## config.mk

```make
export PLATFORM = sky130hd
export DESIGN_NAME = bcd_time_counter_flat
export DESIGN_NICKNAME = d
export VERILOG_FILES = /design/src/rtl/bcd_time_counter_pkg.sv /design/src/rtl/bcd_time_counter_if.sv /design/src/rtl/bcd_time_counter_digit_pair.sv /design/src/rtl/bcd_time_counter.sv /design/src/flat_wrapper.sv
export SDC_FILE = /design/constraint.sdc
export NUM_CORES = 1
export LEC_CHECK = 0
export CELL_PAD_IN_SITES_DETAIL_PLACEMENT = 1
export CELL_PAD_IN_SITES_GLOBAL_PLACEMENT = 1
export CORE_UTILIZATION = 29
export DETAILED_ROUTE_END_ITERATION = 10
export GPL_TIMING_DRIVEN = 0
export MAX_ROUTING_LAYER = met4
export PLACE_DENSITY_LB_ADDON = 0.3
export SLEW_MARGIN = 15
export SYNTH_ARGS = -nofsm -noshare
export SYNTH_HDL_FRONTEND = slang
export SYNTH_SLANG_ARGS = --single-unit
```

## constraint.sdc

```tcl
create_clock -name clk -period 2.15 [get_ports clk]
set_input_delay 0.5375 -clock clk [delete_from_list [all_inputs] [get_ports clk]]
set_output_delay 0.5375 -clock clk [all_outputs]
set_load 0.01 [all_outputs]
```

## src/rtl/bcd_time_counter_pkg.sv

```systemverilog
// Shared constants for the BCD time-of-day counter: BCD limits and set-mode field selects.
package time_pkg;

    localparam int unsigned BCD_W = 8;
    localparam int unsigned SEL_W = 2;

    localparam logic [BCD_W-1:0] BCD_ZERO = 8'h00;
    localparam logic [BCD_W-1:0] BCD_59   = 8'h59;
    localparam logic [BCD_W-1:0] BCD_23   = 8'h23;

    localparam logic [SEL_W-1:0] SEL_SEC  = 2'd0;
    localparam logic [SEL_W-1:0] SEL_MIN  = 2'd1;
    localparam logic [SEL_W-1:0] SEL_HOUR = 2'd2;
    localparam logic [SEL_W-1:0] SEL_NONE = 2'd3;

endpackage

```

## src/rtl/bcd_time_counter_if.sv

```systemverilog
// Control inputs and BCD/event outputs between the controller and the time counter.
interface bcd_time_counter_if;
    import time_pkg::*;

    logic                 slow_clk;
    logic                 run;
    logic                 set_en;
    logic [SEL_W-1:0]     set_sel;
    logic                 set_inc;
    logic [BCD_W-1:0]     sec;
    logic [BCD_W-1:0]     min;
    logic [BCD_W-1:0]     hour;
    logic                 tick_out;
    logic                 hour_chime;
    logic                 day_wrap;

    modport master (
        output slow_clk, run, set_en, set_sel, set_inc,
        input  sec, min, hour, tick_out, hour_chime, day_wrap
    );

    modport slave (
        input  slow_clk, run, set_en, set_sel, set_inc,
        output sec, min, hour, tick_out, hour_chime, day_wrap
    );

endinterface

```

## src/rtl/bcd_time_counter_digit_pair.sv

```systemverilog
// Two-digit BCD counter with programmable terminal value; wrap flags the carry out.
module bcd_digit_pair
    import time_pkg::*;
(
    input  logic             clk,
    input  logic             rst,
    input  logic             inc,
    input  logic [BCD_W-1:0] max,
    output logic [BCD_W-1:0] q,
    output logic             wrap
);

    logic [BCD_W-1:0] q_next;

    // Next BCD value: terminal wraps to zero, units 9 rolls into tens.
    always_comb begin
        q_next = q;
        if (q == max) begin
            q_next = BCD_ZERO;
        end else if (q[3:0] == 4'd9) begin
            q_next = {q[7:4] + 4'd1, 4'd0};
        end else begin
            q_next = {q[7:4], q[3:0] + 4'd1};
        end
    end

    assign wrap = inc & (q == max);

    always_ff @(posedge clk) begin
        if (rst) begin
            q <= BCD_ZERO;
        end else if (inc) begin
            q <= q_next;
        end
    end

endmodule

```

## src/rtl/bcd_time_counter.sv

```systemverilog
// 24-hour BCD hh:mm:ss counter advanced by rising edges of the divided clock,
// with run/pause, per-field set mode and one-cycle event pulses.
module bcd_time_counter
    import time_pkg::*;
#(
    parameter logic [BCD_W-1:0] HOUR_MAX = BCD_23,
    parameter logic [BCD_W-1:0] SEC_MAX  = BCD_59
) (
    input  logic                 clk,
    input  logic                 rst,
    bcd_time_counter_if.slave    bus
);

    logic slow_d;
    logic inc_d;
    logic tick;
    logic inc_edge;
    logic count;
    logic set_hit;
    logic set_sec;
    logic set_min;
    logic set_hour;
    logic sec_inc;
    logic min_inc;
    logic hour_inc;
    logic sec_wrap;
    logic min_wrap;
    logic hour_wrap;

    assign tick     = bus.slow_clk & ~slow_d;
    assign inc_edge = bus.set_inc & ~inc_d;
    assign count    = tick & bus.run & ~bus.set_en;
    assign set_hit  = inc_edge & bus.set_en;

    // Set mode drives exactly one field; SEL_NONE drops the press.
    always_comb begin
        set_sec  = 1'b0;
        set_min  = 1'b0;
        set_hour = 1'b0;
        if (set_hit) begin
            case (bus.set_sel)
                SEL_SEC:  set_sec  = 1'b1;
                SEL_MIN:  set_min  = 1'b1;
                SEL_HOUR: set_hour = 1'b1;
                SEL_NONE: ;
            endcase
        end
    end

    // Carries only ripple while counting; set-mode wraps stay inside their field.
    assign sec_inc  = count | set_sec;
    assign min_inc  = (count & sec_wrap) | set_min;
    assign hour_inc = (count & min_wrap) | set_hour;

    bcd_digit_pair u_sec (
        .clk  (clk),
        .rst  (rst),
        .inc  (sec_inc),
        .max  (SEC_MAX),
        .q    (bus.sec),
        .wrap (sec_wrap)
    );

    bcd_digit_pair u_min (
        .clk  (clk),
        .rst  (rst),
        .inc  (min_inc),
        .max  (SEC_MAX),
        .q    (bus.min),
        .wrap (min_wrap)
    );

    bcd_digit_pair u_hour (
        .clk  (clk),
        .rst  (rst),
        .inc  (hour_inc),
        .max  (HOUR_MAX),
        .q    (bus.hour),
        .wrap (hour_wrap)
    );

    // Edge-detect history resets high so a level already high at release is not an edge.
    always_ff @(posedge clk) begin
        if (rst) begin
            slow_d         <= 1'b1;
            inc_d          <= 1'b1;
            bus.tick_out   <= 1'b0;
            bus.hour_chime <= 1'b0;
            bus.day_wrap   <= 1'b0;
        end else begin
            slow_d         <= bus.slow_clk;
            inc_d          <= bus.set_inc;
            bus.tick_out   <= count;
            bus.hour_chime <= count & min_wrap;
            bus.day_wrap   <= count & hour_wrap;
        end
    end

endmodule
```

## src/flat_wrapper.sv

```systemverilog
// flat-port wrapper written by rule: the top's interface ports become plain ports
module bcd_time_counter_flat import time_pkg::*;
#(
    parameter logic [BCD_W-1:0] HOUR_MAX = BCD_23,
    parameter logic [BCD_W-1:0] SEC_MAX  = BCD_59
)
  (clk, rst, bus_slow_clk, bus_run, bus_set_en, bus_set_sel, bus_set_inc, bus_sec, bus_min, bus_hour, bus_tick_out, bus_hour_chime, bus_day_wrap);
  bcd_time_counter_if bus_i ();
  input  logic clk;
  input  logic rst;
  input wire logic [$bits(bus_i.slow_clk)-1:0] bus_slow_clk;
  input wire logic [$bits(bus_i.run)-1:0] bus_run;
  input wire logic [$bits(bus_i.set_en)-1:0] bus_set_en;
  input wire logic [$bits(bus_i.set_sel)-1:0] bus_set_sel;
  input wire logic [$bits(bus_i.set_inc)-1:0] bus_set_inc;
  output wire logic [$bits(bus_i.sec)-1:0] bus_sec;
  output wire logic [$bits(bus_i.min)-1:0] bus_min;
  output wire logic [$bits(bus_i.hour)-1:0] bus_hour;
  output wire logic [$bits(bus_i.tick_out)-1:0] bus_tick_out;
  output wire logic [$bits(bus_i.hour_chime)-1:0] bus_hour_chime;
  output wire logic [$bits(bus_i.day_wrap)-1:0] bus_day_wrap;
  assign bus_i.slow_clk = bus_slow_clk;
  assign bus_i.run = bus_run;
  assign bus_i.set_en = bus_set_en;
  assign bus_i.set_sel = bus_set_sel;
  assign bus_i.set_inc = bus_set_inc;
  assign bus_sec = bus_i.sec;
  assign bus_min = bus_i.min;
  assign bus_hour = bus_i.hour;
  assign bus_tick_out = bus_i.tick_out;
  assign bus_hour_chime = bus_i.hour_chime;
  assign bus_day_wrap = bus_i.day_wrap;
  bcd_time_counter #(.HOUR_MAX(HOUR_MAX), .SEC_MAX(SEC_MAX)) u_core (.clk(clk), .rst(rst), .bus(bus_i));
endmodule
```

==> results.toml, run 1 <==
[timing]
whs_ns = 0.508
rsz0062_at_grt = "false"
skew_ns = 0.00342
max_freq_mhz = 481
fin_crit_sh_pct = 96.7
finalCriticalPeriod_ns = 2.08
worst_pin_slew_ns = 0.565
fin_ws_ns = 0.0716
finalMaxSlewViolations = 0
finalHoldViolCount = 0
relSlewSlack_pct = 62.4
finalSetupViolCount = 0

[die]
row_count = 26
core_region_area_sq_um = 5270
die_h_microns = 77.1
design.die.area_sq_um = 5940
io_pins = 35
die_x_microns = 77.1
initial_core_util_pct = 31.0

[routing]
viasPerCell = 5.12
routedWlPerCell_microns = 14.4
drt_wl_total_mm = 4.33
via_count = 1535
drc = 0
drt_iter0_drc = 35
dr.pass1.iters = 3
postRouteAntennaNets = 0

[yosys]
syn-cell-area_sq_um = 1640
synth-seq-cells = 29
synth_top_area_share_pct = 35.5
yosys-top-cells-area = "dfxtp_1, ha_1, a21oi_1"
synthArstFlopShare_pct = 0
synthCells = 181
syn_area_per_cell_sq_um = 9.03
synth_cell_types = 47
synth_ff_type = "dfxtp_1"
synth_edf_count = 0
synth_largest_area_cell = "dfxtp_1"
seq_area_frac_synth_pct = 35.5
ys_warn_count = 0
syn-num-nets = 201

[min_path]
hold-path-cell-count = 2
worstHoldEndpoint = "u_core.u_min.q[7]"
holdCritStartpoint = "u_core.u_min.q[7]"
hp-class = "reg2reg"

[clock_network]
clk_latency_ns = 0.27
cts_max_level = 2
cts_tree = "built"
cts_hold_buf = 0
clock_sinks = 29
cts_inserted_buffers = 5
cts_root_buffer = "clkbuf_8"
clk_path_buf_depth = 2
clk_pin_slew_ns = 0.06

[cells_and_area]
final_cell_mix = "clkdlybuf4s50_1, dfxtp_1, nor2_1"
areaGrowthSynthToFinish_pct = 36.0
diodes = 0
post-route-util_pct = 42.2
nNetsFinal = 249
layout_commonest_cell = "clkdlybuf4s50_1"
drive_above_1_share_pct = 12.6

[worst_setup_path]
critPathRequiredTime_ns = 2.37
r2r_end = "u_core.u_hour.q[6]"
cp-end-kind = "flip-flop"
r2r-start = "u_core.u_sec.q[4]"
path_class = "in2reg"
path_max_fanout = 6
r2r_slack_ns = 0.21
cpMaxStageDelayCell = "clkdlybuf4s50_1"
reg2regPathDepth = 6
cp.arrival_ns = 2.30
cp_cell_sequence = "clkdlybuf4s50_1 > nand4bb_4 > buf_4 > a211o_4 > a2111oi_4 > a311o_2"
worstSetupStartpointType = "input port"
critPathMaxStageDelay_ns = 0.52

[place]
dp_hpwl_mm = 3.07
numPortBuffers = 34
place_ws_ns = -0.312
place.gp.congestion = 0.747

[flow_run]
drv_cap = 0

[grt]
overflow = 0
grt_usage_pct = 15.5
grt_pass1_vias = 1462
grt_max_degree = 11
grt_pass1_wl_mm = 7.07
antenna_found_initial = 0

[pwr]
powerDensity_nw_per_um2 = 472
vdd_drop_max_uv = 227
cellLeakagePower_nw = 0.842

[run_status]
outcome = "finished clean"
[Yosys cell counts (4+ instances only)]
cell      instances
nand3_1           6
clkbuf_1          4
nand2_1          15
ha_1             12
nand3b_1          4
nor2_1           18
dfxtp_1          29
a21oi_1          16
or3_1             5
and2_1            4
inv_1             9
o21ai_0          10
[flip-flops by register name, indices dropped and copies added, names as in the netlist]
signal	count
u_core.bus.day_wrap	1
u_core.inc_d	1
u_core.u_min.q	8
u_core.u_sec.q	8
u_core.slow_d	1
u_core.bus.tick_out	1
u_core.bus.hour_chime	1
u_core.u_hour.q	8
[timing repair]
item	in CTS	in global routing
pin swaps	1	5
setup buffers	2	5
setup endpoints to repair	2	8
resized for setup	1	7
[per-layer routing]
layer	routed length [microns]	global-route usage, %
met4	59	6.23
met5	0	-
met1	2080	19.9
met2	2070	24.0
met3	126	2.62
[cell type report]
class	count	area [sq um]
Timing Repair Buffer	41	407
Fill cell	626	3050
Inverter	9	33.8
Sequential cell	29	581
Buffer	5	20.0
Multi-Input combinational cell	138	1010
Tap cell	70	87.6
Clock buffer	8	80.1
[cell families after synthesis]
kind of cell    after synthesis  synth area share [%]
mux                           2                  1.22
buf+inv                      14                  3.29
xor+xnor                      3                  1.61
flops                        29                  35.5
simple gates                 76                  27.9
compound gates               45                  21.3
fa+ha+maj                    12                  9.18
[critical path, delay by kind of cell]
family                 cells  cell delay [ns]
AOI/OAI and AO/OA          3             0.86
buffers and inverters      2             0.71
and+or+nand+nor            1             0.19
[per-stage QoR]
stage	area (sq um)	instances	setup TNS, ns	power [W]
3_5_place_dp	2060	285	-3.80	0.000636
6_report	2220	300	0	0.00105
3_3_place_gp	2060	285	-3.06	0.000634
4_1_cts	2160	295	0	0.00107
5_1_grt	2220	300	0	0.00110
2_1_floorplan	1640	181	0	0.000596
[power by group]
group          internal (W)  leakage (nW)  switching [W]
registers          0.000545         0.234     0.00000751
clock network      0.000229        0.0395       0.000194
logic             0.0000358         0.568      0.0000384
total              0.000810         0.842       0.000240
[worst max-delay path by stage]
stage,startpoint,to,slack [ns],cells after the start
2_1_floorplan,u_core.u_sec.q[4],u_core.u_hour.q[6],0.32,6
3_3_place_gp,bus_set_sel[0],u_core.u_hour.q[6],-0.28,6
3_5_place_dp,bus_set_sel[0],u_core.u_hour.q[6],-0.31,6
4_1_cts,bus_set_sel[0],u_core.u_hour.q[6],0.03,6
5_1_grt,bus_run,u_core.u_hour.q[5],0.009,7
6_report,bus_run,u_core.u_hour.q[6],0.07,6
(Power assumes the default switching activity.)
==> run 2: changes to the inputs <==
--- a/config.mk
+++ b/config.mk
@@ -11,7 +11,7 @@
 export DETAILED_ROUTE_END_ITERATION = 10
 export GPL_TIMING_DRIVEN = 0
 export MAX_ROUTING_LAYER = met4
-export PLACE_DENSITY_LB_ADDON = 0.3
+export PLACE_DENSITY_LB_ADDON = 0.12
 export SLEW_MARGIN = 15
 export SYNTH_ARGS = -nofsm -noshare
 export SYNTH_HDL_FRONTEND = slang
==> run 2 against run 1 <==
Highest routed layer unchanged; flip-flop and latch count unchanged; critical endpoint unchanged; combinational power about the same; critical path type unchanged; largest cell class unchanged; global-route usage rose by 0.74 points.
==> results.toml, run 2 (synthesized netlist as in run 1, its figures left out) <==
[run_status]
outcome = "finished clean"

[cells_and_area]
fillCellCount = 626
areaGrowthSynthToFinish_pct = 34.1
nNetsFinal = 245
top_regs = "u_core.u_hour.q: 8 flops, u_core.u_min.q: 8 flops, u_core.u_sec.q: 8 flops"
diodes = 0
final_cell_mix = "clkdlybuf4s50_1, dfxtp_1, nor2_1"
drive_above_1_share_pct = 12.0
multiInputGateArea_sq_um = 1010
final_cells = 295
regArea_sq_um = 581
fin_area_sq_um = 2190
layout_commonest_cell = "clkdlybuf4s50_1"

[worst_setup_path]
critPathBufInv = 2
critPathRequiredTime_ns = 2.38
worstSetupStartpointType = "input port"
cpMaxStageDelayCell = "clkdlybuf4s50_1"
cpLargestDelayFamily = "compound AO/OA/AOI/OAI gates"
cp.arrival_ns = 2.32
cp-end-kind = "flip-flop"
path_max_fanout = 6
path_class = "in2reg"
cp_cell_sequence = "clkdlybuf4s50_1 > nand4bb_4 > buf_12 > a211o_4 > a2111oi_4 > a311o_2"
critPathMaxStageDelay_ns = 0.56

[routing]
drt_wl_total_mm = 4.31
drt_iter0_drc = 43
postRouteAntennaNets = 0
drc = 0
viasPerCell = 5.08
dr.pass1.iters = 4
via_count = 1498
routedWlPerCell_microns = 14.6

[timing]
fin_crit_sh_pct = 97.4
max_freq_mhz = 477
finalSetupViolCount = 0
whs_ns = 0.519
skew_ns = 0.00454
worst_pin_slew_ns = 0.552
finalCriticalPeriod_ns = 2.09
rsz0062_at_grt = "false"
finalHoldViolCount = 0
finalMaxSlewViolations = 0
fin_tns_setup_ns = 0
relSlewSlack_pct = 63.2

[clock_network]
cts_hold_buf = 0
clk_latency_ns = 0.28
clk_path_buf_depth = 2
clk_pin_slew_ns = 0.06
cts_root_buffer = "clkbuf_8"
clock_sinks = 29
cts_inserted_buffers = 5
cts_tree = "built"
cts_max_level = 2

[die]
design.die.area_sq_um = 5940
io_pins = 35
die_x_microns = 77.1
initial_core_util_pct = 31.0
row_count = 26
core_region_area_sq_um = 5270
die_h_microns = 77.1

[min_path]
hp-class = "reg2reg"

[grt]
grt_pass1_wl_mm = 7.42
grt_usage_pct = 16.2
antenna_found_initial = 0
grt_max_degree = 11
grt_pass1_vias = 1567
overflow = 0

[pwr]
p_switching_w = 0.000247
power_frac_seq_pct = 51.1
power_frac_clock_pct = 42.0
cellLeakagePower_nw = 0.797
switching_share_pct = 22.8
pwr-share-comb_pct = 6.9
internal-power_w = 0.000834
vdd_drop_max_uv = 238
powerDensity_nw_per_um2 = 493

[place]
place.gp.congestion = 0.782
dp_hpwl_mm = 3.31
numPortBuffers = 34
placedInstanceArea_sq_um = 2060
dp_cells = 285

[flow_run]
drv_cap = 0
[run 2: changes by cell type in the layout (fill, tap and decap cells not counted), moves of 2 or more]
cell	delta
clkdlybuf4s50_1	+4
dlymetal6s2s_1	-4
buf_4	-4
clkbuf_1	-2
[run 2: through the flow]
stage | setup WS, ns | utilization (%) | total power, W
global placement | -0.303 | 39.2 | 0.000635
CTS | 0.0213 | 41.1 | 0.00110
floorplan | 0.324 | - | 0.000596
finish | 0.0554 | 41.6 | 0.00108
global route | 0.00625 | 41.6 | 0.00114
detailed placement | -0.317 | 39.2 | 0.000637
[run 2: worst paths after layout]
kind / from / end / slack (ns) / cells past startpoint
max: bus_slow_clk / u_core.u_hour.q[6] / 0.06 / 6
min: u_core.u_min.q[1] / u_core.u_min.q[1] / 0.52 / 2
max reg2reg: u_core.u_sec.q[4] / u_core.u_hour.q[6] / 0.25 / 6
min reg2reg: u_core.u_min.q[1] / u_core.u_min.q[1] / 0.52 / 2
[run 2: final cells by class]
type	count	area share, %
Buffer	5	0.913
Clock buffer	7	3.94
Inverter	9	1.54
Multi-Input combinational cell	138	46.0
Sequential cell	29	26.5
Tap cell	70	3.99
Timing Repair Buffer	37	17.1
[run 2: repair_timing]
item                                    CTS  global route
gates resized for setup                   1             2
endpoints found under the setup margin    3             7
buffers inserted                          2             1
pin swaps                                 2             1
[run 2: power by group through the flow]
| stage | Clock (W) | Sequential, W | Combinational (W) |
|---|---|---|---|
| after global routing | 0.000502 | 0.000553 | 0.0000821 |
| after CTS | 0.000473 | 0.000553 | 0.0000738 |
| after global placement | 0 | 0.000563 | 0.0000713 |
| after floorplan | 0 | 0.000565 | 0.0000308 |
| final | 0.000454 | 0.000552 | 0.0000744 |
| after detailed placement | 0 | 0.000565 | 0.0000723 |
[run 2: worst register-to-register path: stages, from the launching register on]
cell	delay, ns
dfxtp_1	0.42
ha_1	0.21
and3b_2	0.26
nand2b_4	0.09
a211o_4	0.38
a2111oi_4	0.34
a311o_2	0.15
[run 2: routing by layer]
metal	vias up	track usage [%]	part of all wire [%]
li1	746	-	-
met1	714	19.7	46
met2	26	26.2	49
met3	12	3.21	2.7
met4	0	6.79	2.2
met5	-	-	0
